## src/rtl/progmem_loader_if.sv

```systemverilog
//------------------------------------------------------------------------------
// progmem_loader_if
// Byte-stream handshake and program-memory write-port interfaces.
// Rev 1.0 - initial release
//------------------------------------------------------------------------------
`default_nettype none

interface progmem_stream_if;
    logic       in_valid;
    logic [7:0] in_data;
    logic       in_ready;

    modport master (output in_valid, output in_data, input  in_ready);
    modport slave  (input  in_valid, input  in_data, output in_ready);
endinterface

interface progmem_wr_if #(
    parameter int AW = 10
);
    logic          pm_we;
    logic [AW-1:0] pm_addr;
    logic [15:0]   pm_wdata;

    modport master (output pm_we, output pm_addr, output pm_wdata);
    modport slave  (input  pm_we, input  pm_addr, input  pm_wdata);
endinterface

`default_nettype wire

```

## src/rtl/progmem_loader.sv

```systemverilog
//------------------------------------------------------------------------------
// progmem_loader
// Boot-time loader: byte stream -> 16-bit program memory words, holds the CPU
// in reset until the image is complete. Optional trailing checksum byte is
// enabled with the PROGLOADER_CHECKSUM_EN macro.
// Rev 1.0 - initial release
//------------------------------------------------------------------------------
`default_nettype none

module progmem_loader #(
    parameter int AW = 10
) (
    input  wire logic          clk,
    input  wire logic          reset,
    input  wire logic          start,
    progmem_stream_if.slave    s,
    progmem_wr_if.master       pm,
    output logic               cpu_reset,
    output logic               done,
    output logic               error
);

    localparam logic [2:0] c_idle    = 3'd0;
    localparam logic [2:0] c_len_hi  = 3'd1;
    localparam logic [2:0] c_len_lo  = 3'd2;
    localparam logic [2:0] c_data_hi = 3'd3;
    localparam logic [2:0] c_data_lo = 3'd4;
    localparam logic [2:0] c_chk     = 3'd5;
    localparam logic [2:0] c_done    = 3'd6;
    localparam logic [2:0] c_err     = 3'd7;

    localparam logic [16:0] c_max_words = 17'(2**AW);

    logic [2:0]    r_state;
    logic [7:0]    r_len_hi;
    logic [7:0]    r_data_hi;
    logic [AW:0]   r_len;
    logic [AW:0]   r_cnt;
    logic          r_pm_we;
    logic [AW-1:0] r_pm_addr;
    logic [15:0]   r_pm_wdata;
    logic          r_cpu_reset;
    logic          r_done;
    logic          r_error;
`ifdef PROGLOADER_CHECKSUM_EN
    logic [7:0]    r_sum;
`endif

    logic          w_ready;
    logic          w_xfer;
    logic [15:0]   w_len;
    logic          w_len_bad;
    logic          w_last;

    always_comb begin
        w_ready = 1'b0;
        case (r_state)
            c_len_hi, c_len_lo, c_data_hi, c_data_lo, c_chk: w_ready = 1'b1;
            default:                                          w_ready = 1'b0;
        endcase
    end

    assign w_xfer    = s.in_valid && w_ready;
    assign w_len     = {r_len_hi, s.in_data};
    assign w_len_bad = (w_len == 16'd0) || ({1'b0, w_len} > c_max_words);
    // r_cnt counts words already written, so +1 is the word being accepted now
    assign w_last    = ((r_cnt + (AW+1)'(1)) == r_len);

    always_ff @(posedge clk or posedge reset) begin
        if (reset) begin
            r_state     <= c_idle;
            r_len_hi    <= 8'd0;
            r_data_hi   <= 8'd0;
            r_len       <= '0;
            r_cnt       <= '0;
            r_pm_we     <= 1'b0;
            r_pm_addr   <= '0;
            r_pm_wdata  <= 16'd0;
            r_cpu_reset <= 1'b1;
            r_done      <= 1'b0;
            r_error     <= 1'b0;
`ifdef PROGLOADER_CHECKSUM_EN
            r_sum       <= 8'd0;
`endif
        end else begin
            r_pm_we <= 1'b0;
            // Address advances on the edge that closes the write cycle
            if (r_pm_we) begin
                r_pm_addr <= r_pm_addr + AW'(1);
            end

            case (r_state)
                c_idle, c_done, c_err: begin
                    if (start) begin
                        r_state     <= c_len_hi;
                        r_cnt       <= '0;
                        r_pm_addr   <= '0;
                        r_done      <= 1'b0;
                        r_error     <= 1'b0;
                        r_cpu_reset <= 1'b1;
`ifdef PROGLOADER_CHECKSUM_EN
                        r_sum       <= 8'd0;
`endif
                    end
                end
                c_len_hi: begin
                    if (w_xfer) begin
                        r_len_hi <= s.in_data;
                        r_state  <= c_len_lo;
                    end
                end
                c_len_lo: begin
                    if (w_xfer) begin
                        if (w_len_bad) begin
                            r_state     <= c_err;
                            r_error     <= 1'b1;
                            r_cpu_reset <= 1'b1;
                        end else begin
                            r_len   <= w_len[AW:0];
                            r_state <= c_data_hi;
                        end
                    end
                end
                c_data_hi: begin
                    if (w_xfer) begin
                        r_data_hi <= s.in_data;
                        r_state   <= c_data_lo;
`ifdef PROGLOADER_CHECKSUM_EN
                        r_sum     <= r_sum + s.in_data;
`endif
                    end
                end
                c_data_lo: begin
                    if (w_xfer) begin
                        r_pm_we    <= 1'b1;
                        r_pm_wdata <= {r_data_hi, s.in_data};
                        r_cnt      <= r_cnt + (AW+1)'(1);
`ifdef PROGLOADER_CHECKSUM_EN
                        r_sum      <= r_sum + s.in_data;
`endif
                        if (w_last) begin
`ifdef PROGLOADER_CHECKSUM_EN
                            r_state     <= c_chk;
`else
                            r_state     <= c_done;
                            r_done      <= 1'b1;
                            r_cpu_reset <= 1'b0;
`endif
                        end else begin
                            r_state <= c_data_hi;
                        end
                    end
                end
`ifdef PROGLOADER_CHECKSUM_EN
                c_chk: begin
                    if (w_xfer) begin
                        if (s.in_data == r_sum) begin
                            r_state     <= c_done;
                            r_done      <= 1'b1;
                            r_cpu_reset <= 1'b0;
                        end else begin
                            r_state     <= c_err;
                            r_error     <= 1'b1;
                            r_cpu_reset <= 1'b1;
                        end
                    end
                end
`endif
                default: begin
                    r_state <= c_idle;
                end
            endcase
        end
    end

    assign s.in_ready  = w_ready;
    assign pm.pm_we    = r_pm_we;
    assign pm.pm_addr  = r_pm_addr;
    assign pm.pm_wdata = r_pm_wdata;
    assign cpu_reset   = r_cpu_reset;
    assign done        = r_done;
    assign error       = r_error;

endmodule

`default_nettype wire

```

## src/flat_wrapper.sv

```systemverilog
// flat-port wrapper written by rule: the top's interface ports become plain ports
module progmem_loader_flat 
#(
    parameter int AW = 10
)
  (clk, reset, start, cpu_reset, done, error, s_in_valid, s_in_data, s_in_ready, pm_pm_we, pm_pm_addr, pm_pm_wdata);
  progmem_stream_if s_i ();
  progmem_wr_if #(.AW(AW)) pm_i ();
  input  wire logic clk;
  input  wire logic reset;
  input  wire logic start;
  output logic cpu_reset;
  output logic done;
  output logic error;
  input wire logic [$bits(s_i.in_valid)-1:0] s_in_valid;
  input wire logic [$bits(s_i.in_data)-1:0] s_in_data;
  output wire logic [$bits(s_i.in_ready)-1:0] s_in_ready;
  output wire logic [$bits(pm_i.pm_we)-1:0] pm_pm_we;
  output wire logic [$bits(pm_i.pm_addr)-1:0] pm_pm_addr;
  output wire logic [$bits(pm_i.pm_wdata)-1:0] pm_pm_wdata;
  assign s_i.in_valid = s_in_valid;
  assign s_i.in_data = s_in_data;
  assign s_in_ready = s_i.in_ready;
  assign pm_pm_we = pm_i.pm_we;
  assign pm_pm_addr = pm_i.pm_addr;
  assign pm_pm_wdata = pm_i.pm_wdata;
  progmem_loader #(.AW(AW)) u_core (.clk(clk), .reset(reset), .start(start), .s(s_i), .pm(pm_i), .cpu_reset(cpu_reset), .done(done), .error(error));
endmodule
```

## config.mk

```make
export PLATFORM = sky130hd
export DESIGN_NAME = progmem_loader_flat
export DESIGN_NICKNAME = d
export VERILOG_FILES = /design/src/rtl/progmem_loader_if.sv /design/src/rtl/progmem_loader.sv /design/src/flat_wrapper.sv
export SDC_FILE = /design/constraint.sdc
export NUM_CORES = 1
export LEC_CHECK = 0
export CAP_MARGIN = 15
export CORE_AREA = 2 2 79 81
export DETAILED_ROUTE_END_ITERATION = 10
export DIE_AREA = 0 0 81 83
export PLACE_DENSITY = 0.82
export SETUP_SLACK_MARGIN = 0.02
export SKIP_CTS_REPAIR_TIMING = 1
export SLEW_MARGIN = 20
export SYNTH_ARGS = -nofsm -noshare
export SYNTH_HDL_FRONTEND = slang
export SYNTH_SLANG_ARGS = --single-unit
```

## constraint.sdc

```tcl
create_clock -name clk -period 3.9 [get_ports clk]
set_input_delay 0.585 -clock clk [delete_from_list [all_inputs] [get_ports clk]]
set_output_delay 0.585 -clock clk [all_outputs]
set_load 0.005 [all_outputs]
```

# After elaboration in Yosys (flattened, before gate mapping)
# Index checks and enable logic that the tools add are counted.
[word_totals]
regBits = 71
in_bits = 12
[classes]
n_addsub = 2
order_cmp = 1
eq_ne = 15
mux = 28
n_bitwise = 1
n_reduce_logical = 18
[ops]
columns = ["cell", "count"]
rows = [
  ["$mux 10", 3],
  ["$mux 11", 2],
  ["$pmux 11 s2", 1],
  ["$mux 3", 7],
  ["$gt 16x11->1 const B", 1],
  ["$logic_not 16->1", 1],
  ["$pmux 3 s5", 1],
  ["$eq 3x3->1 const B", 4],
  ["$ne 2x1->1 const B", 6],
  ["$add 11x1->11 const B", 1],
  ["$eq 11x11->1", 1],
  ["$mux 1", 11],
  ["$add 10x1->10 const B", 1],
  ["$reduce_and 4->1", 2],
  ["$eq 3x2->1 const B", 2],
  ["$reduce_and 2->1", 3],
  ["$reduce_and 3->1", 2],
  ["$reduce_and 6->1", 1],
  ["$reduce_and 5->1", 1],
  ["$reduce_or 5->1", 1],
  ["$pmux 1 s2", 2],
  ["$reduce_bool 2->1", 2],
  ["$eq 3x1->1 const B", 1],
  ["$logic_not 3->1", 1],
  ["7 further kinds", 7],
]

# Depth between registers and ports, before layout
[logic_depth]
word_depth = 6
depth_mapped = 7
ltp_nobuf = 7

# Least setup slack after synthesis
# Ideal clock, no wire load.
[synth_path]
path_kind = "register to register"
startpoint = "register u_core.r_cnt[0]"
endpoint = "register u_core.r_cpu_reset, in the netlist u_core.cpu_reset"
arrival_ns = 2.049
t_required_ns = 3.814
path_slack_ns = 1.765
path_stages_with_launch = 8
path_buffers = 0
period_less_slack_ns = 2.135
cell_sequence = "dfrtp_1 ha_1 nand3_2 o41ai_2 o31ai_1 nor4_2 a31oi_1 a2111o_1"
[synth_via]
elab_chain_len = 4
[synth_rtl]
columns = ["item", "line_no", "text"]
rows = [
  ["from (decl)", "progmem_loader.sv:38", "logic [AW:0] r_cnt;"],
  ["from (signal assigned)", "progmem_loader.sv:137", "r_cnt <= r_cnt + (AW+1)'(1);"],
  ["$add 11x1->11", "progmem_loader.sv:67", "assign w_last = ((r_cnt + (AW+1)'(1)) == r_len);"],
  ["$eq 11x11->1", "progmem_loader.sv:67", ""],
  ["$ne 2x1->1 (no line)", "--", ""],
  ["$reduce_and 6->1 (no line)", "--", ""],
  ["to (signal assigned)", "progmem_loader.sv:79", "r_cpu_reset <= 1'b1;"],
  ["to (signal assigned)", "progmem_loader.sv:100", "r_cpu_reset <= 1'b1;"],
  ["to (signal assigned)", "progmem_loader.sv:117", "r_cpu_reset <= 1'b1;"],
  ["to (decl)", "progmem_loader.sv:42", "logic r_cpu_reset;"],
]
# Every way passes these cells.
# A chain may end at the register's enable or synchronous reset.

# Worst setup path after layout
[layout_path]
startpoint = "input port s_in_data[4]"
endpoint = "register u_core.r_len[6]"
[layout_via]
elab_chain_len = 4
elab_cells_between_ends = 5
[layout_rtl]
columns = ["item", "line_no", "text"]
rows = [
  ["from (decl)", "flat_wrapper.sv:16", "input wire logic [$bits(s_i.in_data)-1:0] s_in_data;"],
  ["$gt 16x11->1 / $logic_not 16->1 (equally long branches)", "progmem_loader.sv:65", "assign w_len_bad = (w_len == 16'd0) || ({1'b0, w_len} > c_max_words);"],
  ["$logic_or 1x1->1 *", "progmem_loader.sv:65", ""],
  ["$not 1->1 (no line) *", "--", ""],
  ["$reduce_and 3->1 (no line) *", "--", ""],
  ["to (signal assigned)", "progmem_loader.sv:119", "r_len <= w_len[AW:0];"],
  ["to (decl)", "progmem_loader.sv:37", "logic [AW:0] r_len;"],
]
# Mark *: on every way between the ends. The rest lies on a longest branch, timed or not.

==> summary.md <==
| Metric | Value |
|---|---|
| DRC Markers | `0` |
| Post-Syn Area | `~3300 sq um` |
| Outcome | `finished, final reports clean` |
| Port bufs | `between 40 and 50` |
| CP max stage delay | `~0.5 ns` |
| GP Congestion | `between 0.8 and 0.9` |
| Share of power burned in registers | `between 40 and 50%` |
| Post-synth cell types | `47` |
| Slew margin rel. | `between 40% and 50%` |
| ANT cells | `0` |
| Synth Warn # | `0` |
| Clock power share | `~25%` |
| CTS root buf | `clkbuf_8` |
| Setup TNS | `0 ns` |
| Final HPWL DP | `4.90 mm` |
| Io pins | `43` |
| Fin crit share | `around 67%` |
| Crit-path max FO | `11` |
| # fillers | `458` |
| TritonCTS Buffers | `9` |
| Largest net degree at the start of global routing | `28` |
| Worst slew pin tran | `roughly 0.84 ns` |
| Met1 Resource Use GR | `33.2%` |
| GR Util All Layers | `23.5%` |
| Worst setup EP type | `flip-flop` |
| Worst vdd rail ir drop | `545 uV` |
| Reg clk slew, reported paths | `about 0.07 ns` |
| Area Growth Syn to Fin | `21.1%` |
| Worst Path Arrival | `around 2.8 ns` |
| CP startpoint | `s_in_data[4]` |
| Comb pwr share | `between 30 and 40%` |
| Final WL | `7.23 mm` |
| Worst Skew | `~0.0088 ns` |
| Slowest cell on crit path | `clkdlybuf4s50_1` |
| Detail Route Antenna Nets | `0` |
| Grt met2 use | `a little over a third` |
| Overall overflow remaining after global route | `0` |
| Hold Startpoint | `u_core.r_data_hi[2]` |
| Starting DRC count in detailed routing | `140` |
| TritonCTS clock tree | `built` |
| Met3 GRT Util | `3.70%` |
| P_sw | `between 800 and 900 uW` |
| Initial antenna violation count | `0` |
| Net Count, Synth | `343` |
| Post-synth ARST share | `between 90% and 100%` |
| Dpl cells | `between 400 and 500` |
| Main synth FF type | `dfrtp_1` |
| Critical path type | `primary input to flip-flop` |
| Avg Cell Area, Syn | `between 10 and 15 sq um` |
| Global-route wire length before repair | `12.3 mm` |
| Worst Hold Class | `flip-flop to flip-flop` |
| Clock H-tree levels | `3` |
| EDFF count, synth | `0` |
| RSZ-0062 raised after global routing | `false` |
| Syn Inst Count | `around 330` |
| Initial Util | `between 50 and 60%` |
| Detailed Routing Iterations Pass 1 | `4` |
| Share of cells above drive strength 1 | `between 10% and 20%` |
| Max-Cap Viols | `0` |
| Worst-path cell chain | `clkdlybuf4s50_1, nor4_1, nand3_1, xor2_1, nand4_1, mux2_2` |
| Internal power | `between 1.5 and 2 mW` |
| Register area | `approximately 1800 sq um` |
| Switching part of the total | `31.4%` |
| Yosys top cell by area | `dfrtp_1` |
| Synth cell count leaders | `dfrtp_1, nand2_1, nor2_1` |
| Worst skew pair latency | `between 0.3 and 0.4 ns` |
| Cell row count | `28` |
| Die H | `slightly above 80 microns` |
| Sink Count | `between 70 and 80` |
| Routed len/inst | `16.0 microns` |
| Final Slew Violations | `0` |
| Vias/cell | `approximately 5.7` |
| Detailed-route via count | `between 2000 and 3000` |
| Startpoint Class | `primary input` |
| Most Used Layer, Global Route | `met2` |
| Final non-filler cell total | `around 450` |
| Core Box Area | `roughly 5800 sq um` |
| Fmax | `0.384 GHz` |
| FF+latch count, synth | `71` |
| Sequential-to-total area share from yosys stat | `a little over half` |
| Vias in the first global route | `between 2000 and 3000` |
| Nets@finish | `385` |
| Worst EP required | `a little over 4 ns` |
| Most frequent cell after synthesis | `dfrtp_1` |
| Fin. Hold Viols | `0` |
| Final min period | `around 2.6 ns` |
| Multi-input gate area | `1490 sq um` |
| Reg2reg start | `u_core.r_cnt[0]` |
| Pwr dens | `651 nW/um^2` |
| Final setup viols | `0` |
| Post-synth top area share | `between 50% and 60%` |
| Final Util | `between 60 and 70%` |
| Die area | `6720 sq um` |
| CTS Buffer Depth | `2` |
| Main area contributors after synthesis | `dfrtp_1, mux2_2, nand2_1` |
| Die Wd | `between 80 and 90 microns` |
| Leak pwr | `roughly 1.8 nW` |
==> kinds of logic (layout without fill, tap and decap cells) <==
family                     Yosys count  after routing  synth area share [%]
DFF                                 71             71                  53.2
and+or+nand+nor                    136            136                  18.7
xor gates and xnor gates            27             27                  7.07
AOI/OAI and AO/OA                   43             43                  8.20
muxes                               29             29                  9.69
buffers and inverters               21             68                  2.39
adders and majority gates            2              2                 0.748
==> layout make-up <==
cell class,count,area share [%]
multi-input cells,237,36.7
clock inverters,3,1.61
flip-flops and latches,71,43.9
inverters,7,0.649
repair buffers,45,10.9
clock buffers,13,3.92
well taps,75,2.32
==> metrics by stage <==
step / instance area (sq um) / setup WS (ns) / total power, mW / hold WS, ns
final: 4050 / 1.30 / 2.64 / 0.475
after global routing: 4050 / 1.21 / 2.79 / 0.501
after CTS: 4050 / 1.31 / 2.65 / 0.471
after detailed placement: 3830 / 1.02 / 1.98 / 0.459
after global placement: 3830 / 1.12 / 1.95 / 0.446
after floorplan: 3340 / 1.52 / 1.63 / 0.433
==> flip-flops by register name, indices dropped and copies added (netlist names) <==
name and count:
u_core.r_cnt 11, u_core.pm.pm_addr 10, u_core.pm.pm_we 1, u_core.done 1
u_core.error 1, u_core.r_len_hi 8, u_core.r_len 11, u_core.r_state 3
u_core.r_data_hi 8, u_core.cpu_reset 1, u_core.pm.pm_wdata 16
==> final timing paths <==
| check | endpoint | slack (ns) | cells after the start |
|---|---|---|---|
| worst max register to register | u_core.cpu_reset | 1.47 | 7 |
| worst max-delay path | u_core.r_len[6] | 1.30 | 6 |
| worst min register to register | u_core.pm.pm_wdata[10] | 0.47 | 2 |
| max in group asynchronous | u_core.cpu_reset | 2.58 | 3 |
| worst min-delay path | u_core.pm.pm_wdata[10] | 0.47 | 2 |
| min in group asynchronous | u_core.r_len_hi[3] | 0.59 | 2 |
==> metal layers <==
layer / routed length [microns] / up-vias
met3: 248 / 10
met1: 3340 / 1279
met4: 110 / 0
met2: 3530 / 64
li1: - / 1215
met5: 0 / -
==> power by group through the flow <==
| stage | logic, mW | clock network, mW | registers [mW] |
|---|---|---|---|
| after floorplan | 0.513 | 0 | 1.12 |
| after global placement | 0.775 | 0 | 1.18 |
| after detailed placement | 0.801 | 0 | 1.18 |
| after CTS | 0.815 | 0.661 | 1.17 |
| after global routing | 0.891 | 0.693 | 1.21 |
| final | 0.806 | 0.653 | 1.18 |
==> worst max-delay path: cells and delay by family <==
family                 cells  cell delay [ns]
multiplexers               1             0.47
buffers and inverters      1             0.51
AND/OR/NAND/NOR            3             1.05
XOR/XNOR                   1             0.19
==> cells in the final DEF (no fill, tap or decap), drive strengths merged, types with 2 or more instances in the layout <==
| cell type | count |
|---|---|
| o41ai | 2 |
| a31oi | 3 |
| nand2b | 2 |
| and3 | 3 |
| nor3 | 7 |
| o21ai | 19 |
| mux2 | 27 |
| bufinv | 2 |
| a21oi | 5 |
| nor4 | 3 |
| clkbuf | 13 |
| dfrtp | 70 |
| o21a | 2 |
| xnor2 | 15 |
| or3 | 6 |
| buf | 3 |
| nand2 | 68 |
| nand3 | 7 |
| ha | 2 |
| o22ai | 2 |
| clkdlybuf4s50 | 42 |
| xor2 | 12 |
| o211ai | 3 |
| mux2i | 2 |
| nor2 | 28 |
| nand4 | 7 |
| inv | 7 |
No activity file was read; power rests on OpenSTA's default activity.
==> patch, RTL diff (config.mk and constraints unchanged) <==
`AW` is set to 10 in 3 places; all go to 8.
--- a/src/rtl/progmem_loader_if.sv
+++ b/src/rtl/progmem_loader_if.sv
@@ -15,7 +15,7 @@
 endinterface
 
 interface progmem_wr_if #(
-    parameter int AW = 10
+    parameter int AW = 8
 );
     logic          pm_we;
     logic [AW-1:0] pm_addr;
--- a/src/rtl/progmem_loader.sv
+++ b/src/rtl/progmem_loader.sv
@@ -8,7 +8,7 @@
 `default_nettype none
 
 module progmem_loader #(
-    parameter int AW = 10
+    parameter int AW = 8
 ) (
     input  wire logic          clk,
     input  wire logic          reset,
--- a/src/flat_wrapper.sv
+++ b/src/flat_wrapper.sv
@@ -1,7 +1,7 @@
 // flat-port wrapper written by rule: the top's interface ports become plain ports
 module progmem_loader_flat 
 #(
-    parameter int AW = 10
+    parameter int AW = 8
 )
   (clk, reset, start, cpu_reset, done, error, s_in_valid, s_in_data, s_in_ready, pm_pm_we, pm_pm_addr, pm_pm_wdata);
   progmem_stream_if s_i ();
Ports: changed (resized pm_pm_addr); port bits go from 43 to 41. The function was not compared with the original's and may differ.
==> patch against the original RTL <==
- global-route usage decreased by 2.4 points
- total power decreased by 6.6%
- register-to-register slack improved by 0.03 ns
- final area decreased by 7.8%
- clock power decreased by 13%
- count of clock-buffer cells in the layout decreased by 2
- synthesized cell count decreased by 10%
- setup slack improved by 0.16 ns
- critical path depth decreased by 3
- sequential cell count decreased by 6
- clock skew decreased by 0.0010 ns
- wire length decreased by 12%
- area after synthesis decreased by 8.1%
- critical path type is now reg -> out
- highest routed layer unchanged
==> patch: results (changes against the original RTL) <==
CP Capture Point=s_in_ready (was u_core.r_len[6]); syn_area_per_cell=10.4 um^2 (was 10.2 um^2); Overall Global Routing Usage=21.1% (was 23.5%); nets=351 (was 385); GR Util met3=5.33% (was 3.70%); pin count of the biggest net entering global routing=50 (was 28); RR Endpoint=u_core.r_cnt[4] (was u_core.cpu_reset); metal3 WL=348 um (was 248 um); Seq group=1.10 mW (was 1.18 mW); Max Clock Skew=0.00777 ns (was 0.00877 ns); Via Count=2344 (was 2568); Switching Fraction=32.5% (was 31.4%); reg2reg start=u_core.r_state[1] (was u_core.r_cnt[0]); first-pass GRT wire length=11100 um (was 12300 um); dpl cells=401 (was 435); register area share after synthesis=53.0% (was 53.2%); Seq pwr share=44.8% (was 44.7%); met2 Track Usage GR=32.2% (was 36.2%); worst setup path category=reg -> out (was in -> reg); slowest CP cell=dfrtp_1 (was clkdlybuf4s50_1); outcome=completed (unchanged); port bufs=40 (was 42); Fill cells=496 (was 458); Register-to-Register Path Depth=8 (was 7); Netlist cell types=50 (was 47); RD Place Congestion=0.899 (was 0.802); met2 WL=3020 um (was 3530 um); Post-Syn Nets=309 (was 343); combinational power share=32.2% (was 30.6%); DRT iter0 DRCs=219 (was 140); final std cells w/o fill=417 (was 451)
## patch: cell types whose count changed after synthesis, moves of 3 or more
cell	change
nor2_1	-8
o21ai_1	-7
xnor2_1	-7
dfrtp_1	-6
nand2_1	-5
nor3_1	-5
o21ai_0	+5
clkbuf_1	-4
or3_1	-4
a211oi_1	+3
inv_1	-3
mux2_1	-3
nor2b_1	+3
## patch: worst min path at each step
stage / from / endpoint / depth (start not counted)
after global routing: u_core.pm.pm_wdata[5] / u_core.pm.pm_wdata[5] / 2
after global placement: u_core.r_data_hi[6] / u_core.pm.pm_wdata[14] / 2
after floorplan: u_core.r_data_hi[2] / u_core.pm.pm_wdata[10] / 2
final: u_core.r_data_hi[2] / u_core.pm.pm_wdata[10] / 2
after detailed placement: u_core.r_data_hi[2] / u_core.pm.pm_wdata[10] / 2
after CTS: u_core.r_data_hi[2] / u_core.pm.pm_wdata[10] / 2
## patch: kinds of logic after synthesis
family	count (synthesis)	synth area share (%)
flip-flops	65	53.0
AO/OA/AOI/OAI	44	9.81
XOR/XNOR	19	5.86
adder cells (fa/ha/maj)	2	0.814
multiplexers	26	9.49
AND/OR/NAND/NOR	123	18.8
buffers and inverters	16	2.24
## patch: final cells by class
class	count	share of cell area (%)
flip-flops and latches	65	43.6
multi-input cells	214	36.9
repair buffers	43	11.3
clock buffers	11	3.79
well taps	75	2.51
clock inverters	5	1.47
inverters	4	0.436
## patch: metrics by stage
step / worst slack, ns / util (%) / cell area [um^2]
final: 1.46 / 64.2 / 3730
after global routing: 1.22 / 64.2 / 3730
after CTS: 1.47 / 64.2 / 3730
after detailed placement: 1.21 / 60.8 / 3540
after global placement: 1.28 / 60.8 / 3540
after floorplan: 1.69 / - / 3070
